**src/rtl/regfile_alu_sequencer_pkg.sv**
```systemverilog
// Shared definitions for the register-file ALU sequencer: operation and state
// encodings plus default widths and saturation limits.
package regfile_alu_sequencer_pkg;

  localparam int unsigned AddrW = 4;
  localparam int unsigned NumRegs = 15;
  localparam int unsigned DataW = 8;

  // Saturation limits for the default data width.
  localparam logic [DataW-1:0] SatMax = {1'b0, {(DataW-1){1'b1}}};
  localparam logic [DataW-1:0] SatMin = {1'b1, {(DataW-1){1'b0}}};

  typedef enum logic [1:0] {
    OP_ADD = 2'd0,
    OP_SUB = 2'd1,
    OP_MUL = 2'd2,
    OP_MAC = 2'd3
  } op_e;

  typedef enum logic [2:0] {
    StIdle,
    StRead,
    StExec,
    StWrite,
    StDone
  } state_e;

endpackage

```
**src/rtl/regfile_alu_sequencer_if.sv**
```systemverilog
// Command and register-file bus seen by the sequencer. The master view belongs
// to the sequencer; the slave view to the command source plus register file.
interface regfile_alu_sequencer_if #(
  parameter int unsigned M = 4,
  parameter int unsigned W = 8
);
  logic         start;
  logic [1:0]   op;
  logic [M-1:0] dst;
  logic [M-1:0] src1;
  logic [M-1:0] src2;
  logic [M-1:0] src3;

  logic         WriteEn;
  logic [M-1:0] WriteReg;
  logic [W-1:0] WriteData;
  logic         ReadEn;
  logic [M-1:0] ReadReg1;
  logic [M-1:0] ReadReg2;
  logic [M-1:0] ReadReg3;
  logic [W-1:0] ReadData1;
  logic [W-1:0] ReadData2;
  logic [W-1:0] ReadData3;

  logic         busy;
  logic         done;
  logic         ovf;
  logic         err;

  modport master (
    input  start, op, dst, src1, src2, src3, ReadData1, ReadData2, ReadData3,
    output WriteEn, WriteReg, WriteData, ReadEn, ReadReg1, ReadReg2, ReadReg3,
    output busy, done, ovf, err
  );

  modport slave (
    output start, op, dst, src1, src2, src3, ReadData1, ReadData2, ReadData3,
    input  WriteEn, WriteReg, WriteData, ReadEn, ReadReg1, ReadReg2, ReadReg3,
    input  busy, done, ovf, err
  );
endinterface

```
**src/rtl/regfile_alu_sequencer_sat_alu.sv**
```systemverilog
// Combinational signed ALU with saturation to the W-bit two's complement range.
module sat_alu
  import regfile_alu_sequencer_pkg::*;
#(
  parameter int unsigned W = 8
) (
  input  op_e          op,
  input  logic [W-1:0] a,
  input  logic [W-1:0] b,
  input  logic [W-1:0] c,
  output logic [W-1:0] result,
  output logic         ovf
);

  // 2W+1 bits holds every ADD/SUB/MUL/MAC result without wrapping.
  localparam logic signed [2*W:0] WideMax = {{(W+2){1'b0}}, {(W-1){1'b1}}};
  localparam logic signed [2*W:0] WideMin = {{(W+2){1'b1}}, {(W-1){1'b0}}};
  localparam logic [W-1:0] NarrowMax = {1'b0, {(W-1){1'b1}}};
  localparam logic [W-1:0] NarrowMin = {1'b1, {(W-1){1'b0}}};

  logic signed [2*W:0] ae, be, ce, full;

  // Sign-extend operands, evaluate the op at full precision, then clamp.
  always_comb begin
    ae     = {{(W+1){a[W-1]}}, a};
    be     = {{(W+1){b[W-1]}}, b};
    ce     = {{(W+1){c[W-1]}}, c};
    full   = '0;
    result = '0;
    ovf    = 1'b0;
    unique case (op)
      OP_ADD: full = ae + be;
      OP_SUB: full = ae - be;
      OP_MUL: full = ae * be;
      OP_MAC: full = ae * be + ce;
    endcase
    if (full > WideMax) begin
      result = NarrowMax;
      ovf    = 1'b1;
    end else if (full < WideMin) begin
      result = NarrowMin;
      ovf    = 1'b1;
    end else begin
      result = full[W-1:0];
    end
  end

endmodule

```
**src/rtl/regfile_alu_sequencer.sv**
```systemverilog
// Sequencer that reads up to three registers, runs a saturating ALU op and
// writes the result back, one command at a time.
module regfile_alu_sequencer
  import regfile_alu_sequencer_pkg::*;
#(
  parameter int unsigned M = AddrW,
  parameter int unsigned N = NumRegs,
  parameter int unsigned W = DataW
) (
  input logic                    clk,
  input logic                    rst_n,  // active-high despite the name
  regfile_alu_sequencer_if.master bus
);

  state_e       state;
  op_e          op_q;
  logic [W-1:0] alu_result;
  logic         alu_ovf;
  logic         cmd_bad;

  function automatic logic addr_bad(input logic [M-1:0] addr);
    return 32'(addr) >= N;
  endfunction

  sat_alu #(
    .W(W)
  ) u_alu (
    .op    (op_q),
    .a     (bus.ReadData1),
    .b     (bus.ReadData2),
    .c     (bus.ReadData3),
    .result(alu_result),
    .ovf   (alu_ovf)
  );

  // Reject commands whose used addresses fall outside the implemented registers.
  always_comb begin
    cmd_bad = addr_bad(bus.dst) || addr_bad(bus.src1) || addr_bad(bus.src2) ||
              ((op_e'(bus.op) == OP_MAC) && addr_bad(bus.src3));
  end

  // Command FSM; every output is a register updated for the state being entered.
  always_ff @(posedge clk or posedge rst_n) begin
    if (rst_n) begin
      state         <= StIdle;
      op_q          <= OP_ADD;
      bus.WriteEn   <= 1'b0;
      bus.WriteReg  <= '0;
      bus.WriteData <= '0;
      bus.ReadEn    <= 1'b0;
      bus.ReadReg1  <= '0;
      bus.ReadReg2  <= '0;
      bus.ReadReg3  <= '0;
      bus.busy      <= 1'b0;
      bus.done      <= 1'b0;
      bus.ovf       <= 1'b0;
      bus.err       <= 1'b0;
    end else begin
      unique case (state)
        StIdle: begin
          if (bus.start) begin
            op_q         <= op_e'(bus.op);
            bus.WriteReg <= bus.dst;
            bus.ReadReg1 <= bus.src1;
            bus.ReadReg2 <= bus.src2;
            bus.ReadReg3 <= bus.src3;
            bus.ovf      <= 1'b0;
            bus.busy     <= 1'b1;
            if (cmd_bad) begin
              bus.err  <= 1'b1;
              bus.done <= 1'b1;
              state    <= StDone;
            end else begin
              bus.err    <= 1'b0;
              bus.ReadEn <= 1'b1;
              state      <= StRead;
            end
          end
        end
        StRead: begin
          bus.ReadEn <= 1'b0;
          state      <= StExec;
        end
        StExec: begin
          bus.WriteData <= alu_result;
          bus.ovf       <= alu_ovf;
          bus.WriteEn   <= 1'b1;
          state         <= StWrite;
        end
        StWrite: begin
          bus.WriteEn <= 1'b0;
          bus.done    <= 1'b1;
          state       <= StDone;
        end
        StDone: begin
          bus.done <= 1'b0;
          bus.busy <= 1'b0;
          state    <= StIdle;
        end
        default: state <= StIdle;
      endcase
    end
  end

endmodule

```
**src/flat_wrapper.sv**
```systemverilog
// flat-port wrapper written by rule: the top's interface ports become plain ports
module regfile_alu_sequencer_flat import regfile_alu_sequencer_pkg::*;
#(
  parameter int unsigned M = AddrW,
  parameter int unsigned N = NumRegs,
  parameter int unsigned W = DataW
)
  (clk, rst_n, bus_start, bus_op, bus_dst, bus_src1, bus_src2, bus_src3, bus_ReadData1, bus_ReadData2, bus_ReadData3, bus_WriteEn, bus_WriteReg, bus_WriteData, bus_ReadEn, bus_ReadReg1, bus_ReadReg2, bus_ReadReg3, bus_busy, bus_done, bus_ovf, bus_err);
  regfile_alu_sequencer_if #(.M(M), .W(W)) bus_i ();
  input logic clk;
  input logic rst_n;
  input wire logic [$bits(bus_i.start)-1:0] bus_start;
  input wire logic [$bits(bus_i.op)-1:0] bus_op;
  input wire logic [$bits(bus_i.dst)-1:0] bus_dst;
  input wire logic [$bits(bus_i.src1)-1:0] bus_src1;
  input wire logic [$bits(bus_i.src2)-1:0] bus_src2;
  input wire logic [$bits(bus_i.src3)-1:0] bus_src3;
  input wire logic [$bits(bus_i.ReadData1)-1:0] bus_ReadData1;
  input wire logic [$bits(bus_i.ReadData2)-1:0] bus_ReadData2;
  input wire logic [$bits(bus_i.ReadData3)-1:0] bus_ReadData3;
  output wire logic [$bits(bus_i.WriteEn)-1:0] bus_WriteEn;
  output wire logic [$bits(bus_i.WriteReg)-1:0] bus_WriteReg;
  output wire logic [$bits(bus_i.WriteData)-1:0] bus_WriteData;
  output wire logic [$bits(bus_i.ReadEn)-1:0] bus_ReadEn;
  output wire logic [$bits(bus_i.ReadReg1)-1:0] bus_ReadReg1;
  output wire logic [$bits(bus_i.ReadReg2)-1:0] bus_ReadReg2;
  output wire logic [$bits(bus_i.ReadReg3)-1:0] bus_ReadReg3;
  output wire logic [$bits(bus_i.busy)-1:0] bus_busy;
  output wire logic [$bits(bus_i.done)-1:0] bus_done;
  output wire logic [$bits(bus_i.ovf)-1:0] bus_ovf;
  output wire logic [$bits(bus_i.err)-1:0] bus_err;
  assign bus_i.start = bus_start;
  assign bus_i.op = bus_op;
  assign bus_i.dst = bus_dst;
  assign bus_i.src1 = bus_src1;
  assign bus_i.src2 = bus_src2;
  assign bus_i.src3 = bus_src3;
  assign bus_i.ReadData1 = bus_ReadData1;
  assign bus_i.ReadData2 = bus_ReadData2;
  assign bus_i.ReadData3 = bus_ReadData3;
  assign bus_WriteEn = bus_i.WriteEn;
  assign bus_WriteReg = bus_i.WriteReg;
  assign bus_WriteData = bus_i.WriteData;
  assign bus_ReadEn = bus_i.ReadEn;
  assign bus_ReadReg1 = bus_i.ReadReg1;
  assign bus_ReadReg2 = bus_i.ReadReg2;
  assign bus_ReadReg3 = bus_i.ReadReg3;
  assign bus_busy = bus_i.busy;
  assign bus_done = bus_i.done;
  assign bus_ovf = bus_i.ovf;
  assign bus_err = bus_i.err;
  regfile_alu_sequencer #(.M(M), .N(N), .W(W)) u_core (.clk(clk), .rst_n(rst_n), .bus(bus_i));
endmodule
```
**config.mk**
```make
export PLATFORM = sky130hd
export DESIGN_NAME = regfile_alu_sequencer_flat
export DESIGN_NICKNAME = d
export VERILOG_FILES = /design/src/rtl/regfile_alu_sequencer_pkg.sv /design/src/rtl/regfile_alu_sequencer_if.sv /design/src/rtl/regfile_alu_sequencer_sat_alu.sv /design/src/rtl/regfile_alu_sequencer.sv /design/src/flat_wrapper.sv
export SDC_FILE = /design/constraint.sdc
export NUM_CORES = 1
export LEC_CHECK = 0
export ABC_AREA = 1
export ABC_CLOCK_PERIOD_IN_PS = 3400
export BUFFER_PORTS_ARGS = -buffer_cell sky130_fd_sc_hd__buf_2
export CAP_MARGIN = 20
export CORE_AREA = 2 2 116 118
export DETAILED_ROUTE_END_ITERATION = 8
export DIE_AREA = 0 0 118 120
export GPL_ROUTABILITY_DRIVEN = 1
export PLACE_DENSITY = 0.69
export SLEW_MARGIN = 40
export SYNTH_ARGS = -nofsm -noshare
export SYNTH_HDL_FRONTEND = slang
export SYNTH_SLANG_ARGS = --single-unit
```
**constraint.sdc**
```tcl
create_clock -name clk -period 3.4 [get_ports clk]
set_input_delay 0.51 -clock clk [delete_from_list [all_inputs] [get_ports clk]]
set_output_delay 0.51 -clock clk [all_outputs]
set_load 0.005 [all_outputs]
```
### Word-level counts from Yosys, hierarchy flattened

Index checks and enable logic that the tools add are counted.

| cells by class | value |
|---|---|
| $add $sub $neg | 3 |
| $mul | 1 |
| magnitude comparators | 6 |
| equal/unequal tests | 11 |
| multiplexer cells | 20 |
| reduce and logical (&&, ||, !) cells | 16 |

Operators with widths:

| kind | count |
|---|---|
| $pmux 17 s4 | 1 |
| $add 16x8->17 | 1 |
| $gt 17x8->1 const B | 1 |
| $lt 17x8->1 const B | 1 |
| $ge 4x4->1 const B | 4 |
| $mul 8x8->16 | 1 |
| $mux 8 | 2 |
| $pmux 3 s4 | 1 |
| $add 8x8->9 | 1 |
| $mux 1 | 9 |
| $sub 8x8->9 | 1 |
| $pmux 1 s2 | 4 |
| $reduce_bool 2->1 | 4 |
| $eq 2x2->1 const B | 3 |
| $eq 3x2->1 const B | 2 |
| $mux 3 | 2 |
| $reduce_and 2->1 | 3 |
| $reduce_and 3->1 | 2 |
| $ne 2x2->1 const B | 2 |
| $eq 3x1->1 const B | 1 |
| $eq 3x3->1 const B | 1 |
| $logic_not 3->1 | 1 |
| $logic_or 1x1->1 | 3 |
| $pmux 1 s3 | 1 |
| 5 further kinds | 5 |

| storage, ports and cells | value |
|---|---|
| flip-flop bits (word level) | 35 |
| bits of input ports | 45 |
| output and inout port bits | 30 |
| logic and storage cells | 70 |

### Longest topological paths before layout

| logic depth | value |
|---|---|
| word-level depth | 7 |
| mapped depth | 39 |
| gate-level depth less buffers | 38 |

### Modules after synthesis

A second synthesis with hierarchy kept.

| unflattened totals | value |
|---|---|
| cells, all modules | 965 |
| area total of the unflattened synthesis | 6487.5 um^2 |

By module, submodules not included:

| module | times used | cells an instance | area an instance (um^2) | sequential area each (um^2) |
|---|---|---|---|---|
| sat_alu | 1 | 807 | 4978.5 | 0.0 |
| regfile_alu_sequencer | 1 | 158 | 1508.9 | 875.8 |

### Worst setup path after synthesis

No wires, ideal clock.

| timing | value |
|---|---|
| kind | input-to-reg |
| start | input bus_ReadData2[2] |
| end | register u_core.bus.WriteData[0] |
| setup time | 0.130 ns |
| arrival time | 5.631 ns |
| data required time | 3.270 ns |
| path slack | -2.361 ns |
| stages | 31 |
| buffers on the path | 1 |
| path through | clkbuf_1 nand2_1 inv_1 fa_1 inv_1 fa_1 inv_1 fa_1 inv_1 fa_1 inv_1 ha_1 nand2_1 nor2_1 nand3_1 nand3_1 nand2_1 and2_1 ha_1 a21oi_1 o21ai_0 a21oi_1 nand3_1 nand3_1 nand3_1 inv_1 nand3_1 nand2_1 nand2_1 a21oi_4 a21oi_1 |

| between the ends | value |
|---|---|
| longest elaborated chain between the ends | 6 |
| elaborated cells between the ends (all ways) | 9 |
| classes of those cells | add/sub (3); mul (1); order compare (2); mux (3) |

RTL lines:

| item | line | source |
|---|---|---|
| from (decl) | flat_wrapper.sv:19 | `input wire logic [$bits(bus_i.ReadData2)-1:0] bus_ReadData2;` |
| $mul 8x8->16 | regfile_alu_sequencer_sat_alu.sv:34, regfile_alu_sequencer_sat_alu.sv:35 |  |
| $add 16x8->17 | regfile_alu_sequencer_sat_alu.sv:35 | `OP_MAC: full = ae * be + ce;` |
| $pmux 17 s4 (*) | regfile_alu_sequencer_sat_alu.sv:31 | `unique case (op)` |
| $lt 17x8->1 | regfile_alu_sequencer_sat_alu.sv:40 | `end else if (full < WideMin) begin` |
| $mux 8 | regfile_alu_sequencer_sat_alu.sv:40 |  |
| $mux 8 (*) | regfile_alu_sequencer_sat_alu.sv:37 | `if (full > WideMax) begin` |
| to (signal assigned) | regfile_alu_sequencer.sv:85 | `bus.WriteData <= alu_result;` |
| to (decl) | regfile_alu_sequencer_if.sv:32 | `output WriteEn, WriteReg, WriteData, ReadEn, ReadReg1, ReadReg2, ReadReg3,` |

Every way passes the cells marked *; elsewhere a longest branch is shown, timed or not.
A chain may end at the register's enable or synchronous reset.

### Worst setup path in the final report

| timing | value |
|---|---|
| start | input bus_ReadData2[7] |
| end | register u_core.bus.WriteData[1] |

The elaborated chain is that of the path after synthesis.

==> summary.md <==
| Metric | Value |
|---|---|
| Outcome | finished with violations |
| Failing checks | setup timing |
| Fill cell count | roughly 1100 |
| Share of cells above drive strength 1 | around a third |
| Clock buffer depth | 2 |
| Synth Area in Compound Gates | 9.628% |
| DRT antenna net count | 0 |
| Synth top area cells | fa_1 18%, nand2_1 16%, inv_1 14% |
| Commonest cells after routing, fill and taps aside | 220 x nand2_1, 208 x inv_1, 118 x buf_4 |
| Number of port buffers | 74 |
| Worst relative slew slack | between 50 and 60% |
| WL final | 17610 um |
| Core Rows | 42 |
| Final period utilization | 161.7% |
| Pre-antenna DRT Iters | 5 |
| Slowest stage delay, CP | 0.55 ns |
| Largest family of logic cells by synthesized area | adder cells |
| Core area | around 13000 um^2 |
| Peak Freq | 181.9 MHz |
| Worst-path maximum fanout | 8 |
| Design area | 8821 um^2 |
| Via count | 6566 |
| WL per Instance | 13.22 um |
| Number of synthesized register bits | 35 |
| Synth Area in Simple Gates | 29.24% |
| CTS Hold Bufs | 0 |
| Die width | 118 um |
| CTS sink cnt | 35 |
| Sequential share of the synthesized area | 13.84% |
| Min-Delay Path Class | primary input to async pin |
| CTS tree | done |
| 1st-iter DRT viols | 433 |
| Grt ovf | 0 |
| N_diodes | 0 |
| CTS buffer count | 5 |
| Cell Area, Synth | roughly 6300 um^2 |
| I/O pin cnt | 75 |
| Synth area leader | fa_1 |
| Final Hold Vio Count | 0 |
| FF-to-FF Start | u_core.op_q[0] |
| Max Cap Viol | 0 |
| Xor/xnor cell area share of the yosys netlist | roughly 1.1% |
| Syn Area/Cell | 6.524 um^2 |
| Post-Place Cell Area | between 7000 and 8000 um^2 |
| Setup crit end kind | register |
| Net count, final | ~1300 |
| Vias in the first global route | roughly 6600 |
| Clk_skew | 0.004557 ns |
| Placer Congestion | 0.9158 |
| Adder-Cell Fraction of Synth Area | 30.80% |
| Global router's overall resource usage | 25.65% |
| Crit start category | primary input |
| Net Count, Synth | between 1000 and 1500 |
| DRC viols | 0 |
| Reg-to-reg critical path endpoint | u_core.bus.WriteData[1] |
| Minimum clock period | ~5.5 ns |
| Root buffer cell | clkbuf_16 |
| Commonest non-fill, non-tap cell in the layout | nand2_1 |
| R2R cell count | 13 |
| Max Slew Vio Count | 0 |
| Unrepaired setup endpoints after global routing | true |
| Full die area | ~14000 um^2 |
| Global-route wire length before repair | 29890 um |
| Area growth syn-to-layout | 39.38% |
| Reg clk slew, reported paths | 0.05 ns |
| Initial antenna violation count | 0 |
| Mux cell area share after synthesis | 0% |
| Htree depth | 2 |
| Post-Synthesis Cells | 970 |
| Worst-margin pin slew | 0.7361 ns |
| Die Y-Extent | about 120 um |
| Share of the synthesized area in the top cell type | 18.35% |
| Hpwl dp | between 10000 and 15000 um |
| Largest net degree at the start of global routing | 36 |
| Pre-CTS setup slack | -2.586 ns |
| Clock Latency Late Sink | roughly 0.28 ns |
| Crit path required time | roughly 3.6 ns |
| Final Setup Violations | 9 |
| Crit Path Class | primary input to register |
| Yosys warns | 0 |
| Cell variety after synth | 36 |
| Final worst setup slack | -2.098 ns |
| Worst path slowest cell | fa_1 |
| Arrival time worst endpoint | 5.66 ns |
| Register-to-register setup slack | 0.89 ns |
| Vias per cell | 4.929 |
| Initial core utilization | between 40% and 50% |
[cell usage after synthesis]
master	n
buf_2	2
nor4_1	3
nand2_4	1
o211ai_2	1
o21bai_1	3
dfrtp_1	35
and2_1	5
a31oi_1	1
nand3_2	2
clkbuf_1	8
o211ai_1	2
nor3_1	4
a32o_1	1
nand2_2	1
a21oi_1	51
o21a_1	1
nor2_2	2
buf_4	3
o21ai_0	49
clkinv_1	2
inv_1	234
ha_1	63
inv_2	4
and3_1	1
nand4_1	13
clkbuf_2	2
nor2_1	69
a21boi_2	1
nand2_1	264
fa_1	58
xnor2_1	4
a21oi_4	1
xor2_1	4
nand3b_1	9
a211oi_1	1
nand3_1	65
[logic make-up after synthesis]
group	count (synthesis)
AO/OA/AOI/OAI	112
XOR/XNOR	8
adder cells (fa/ha/maj)	121
buffers and inverters	255
flip-flops	35
AND/OR/NAND/NOR	439
[worst max path at each step]
| stage | slack, ns | depth (start not counted) | endpoint | from |
|---|---|---|---|---|
| 3_5_place_dp | -2.59 | 33 | u_core.bus.WriteData[5] | bus_ReadData2[7] |
| 2_1_floorplan | -1.89 | 32 | u_core.bus.WriteData[0] | bus_ReadData2[2] |
| 5_1_grt | -2.35 | 37 | u_core.bus.WriteData[2] | bus_ReadData2[7] |
| 4_1_cts | -1.97 | 35 | u_core.bus.WriteData[0] | bus_ReadData2[2] |
| 3_3_place_gp | -2.58 | 34 | u_core.bus.ovf | bus_ReadData2[4] |
| 6_report | -2.10 | 33 | u_core.bus.WriteData[1] | bus_ReadData2[7] |
[routing by layer]
layer	vias up	wire [um]	track usage, %	part of all wire [%]
met1	3031	8035	33.73	46
li1	3346	-	-	-
met4	0	371	6.175	2.1
met5	-	0	0	0
met3	31	576	1.759	3.3
met2	158	8623	46.15	49
[layout make-up]
cell class | instances | area [um^2] | area share, %
multi-input cells | 680 | 5243 | 59.43
repair buffers | 193 | 1393 | 15.79
well taps | 176 | 220.2 | 2.496
inverters | 240 | 915.9 | 10.38
flip-flops and latches | 35 | 875.8 | 9.929
clock buffers | 6 | 138.9 | 1.574
clock inverters | 2 | 35.03 | 0.3972
[flip-flops by register name (all words and copies together) (netlist names)]
name / flops
u_core.bus.ReadReg2: 4
u_core.bus.ReadEn: 1
u_core.bus.WriteData: 8
u_core.bus.done: 1
u_core.bus.ReadReg3: 4
u_core.bus.WriteEn: 1
u_core.bus.busy: 1
u_core.bus.ovf: 1
u_core.op_q: 2
u_core.bus.err: 1
u_core.bus.WriteReg: 4
u_core.bus.ReadReg1: 4
u_core.state: 3
[metrics by stage]
| step | TNS (ns) | utilization (%) | hold WS [ns] | instances |
|---|---|---|---|---|
| floorplan | -16.72 | - | 0.4654 | 970 |
| global placement | -22.85 | 60.92 | 0.4490 | 1307 |
| detailed placement | -22.85 | 60.92 | 0.4534 | 1307 |
| CTS | -17.38 | 66.36 | 0.3384 | 1327 |
| global route | -20.79 | 67.96 | 0.3824 | 1332 |
| finish | -18.58 | 67.96 | 0.3233 | 1332 |
[critical path, delay by kind of cell]
| kind | cells | cell delay, ns |
|---|---|---|
| and+or+nand+nor | 14 | 1.22 |
| AOI/OAI and AO/OA | 4 | 0.47 |
| buffers and inverters | 9 | 0.73 |
| adders and majority gates | 6 | 2.71 |
[repair_timing]
| action | 4_1_cts | 5_1_grt |
|---|---|---|
| setup endpoints to repair | 9 | 9 |
| cloned | 0 | 0 |
| resized for setup | 126 | 53 |
| pin swaps | 78 | 46 |
| setup buffers | 12 | 5 |
Power is not shown: default switching activity piles up to over one toggle a cycle in this logic, so the estimate is an artifact.
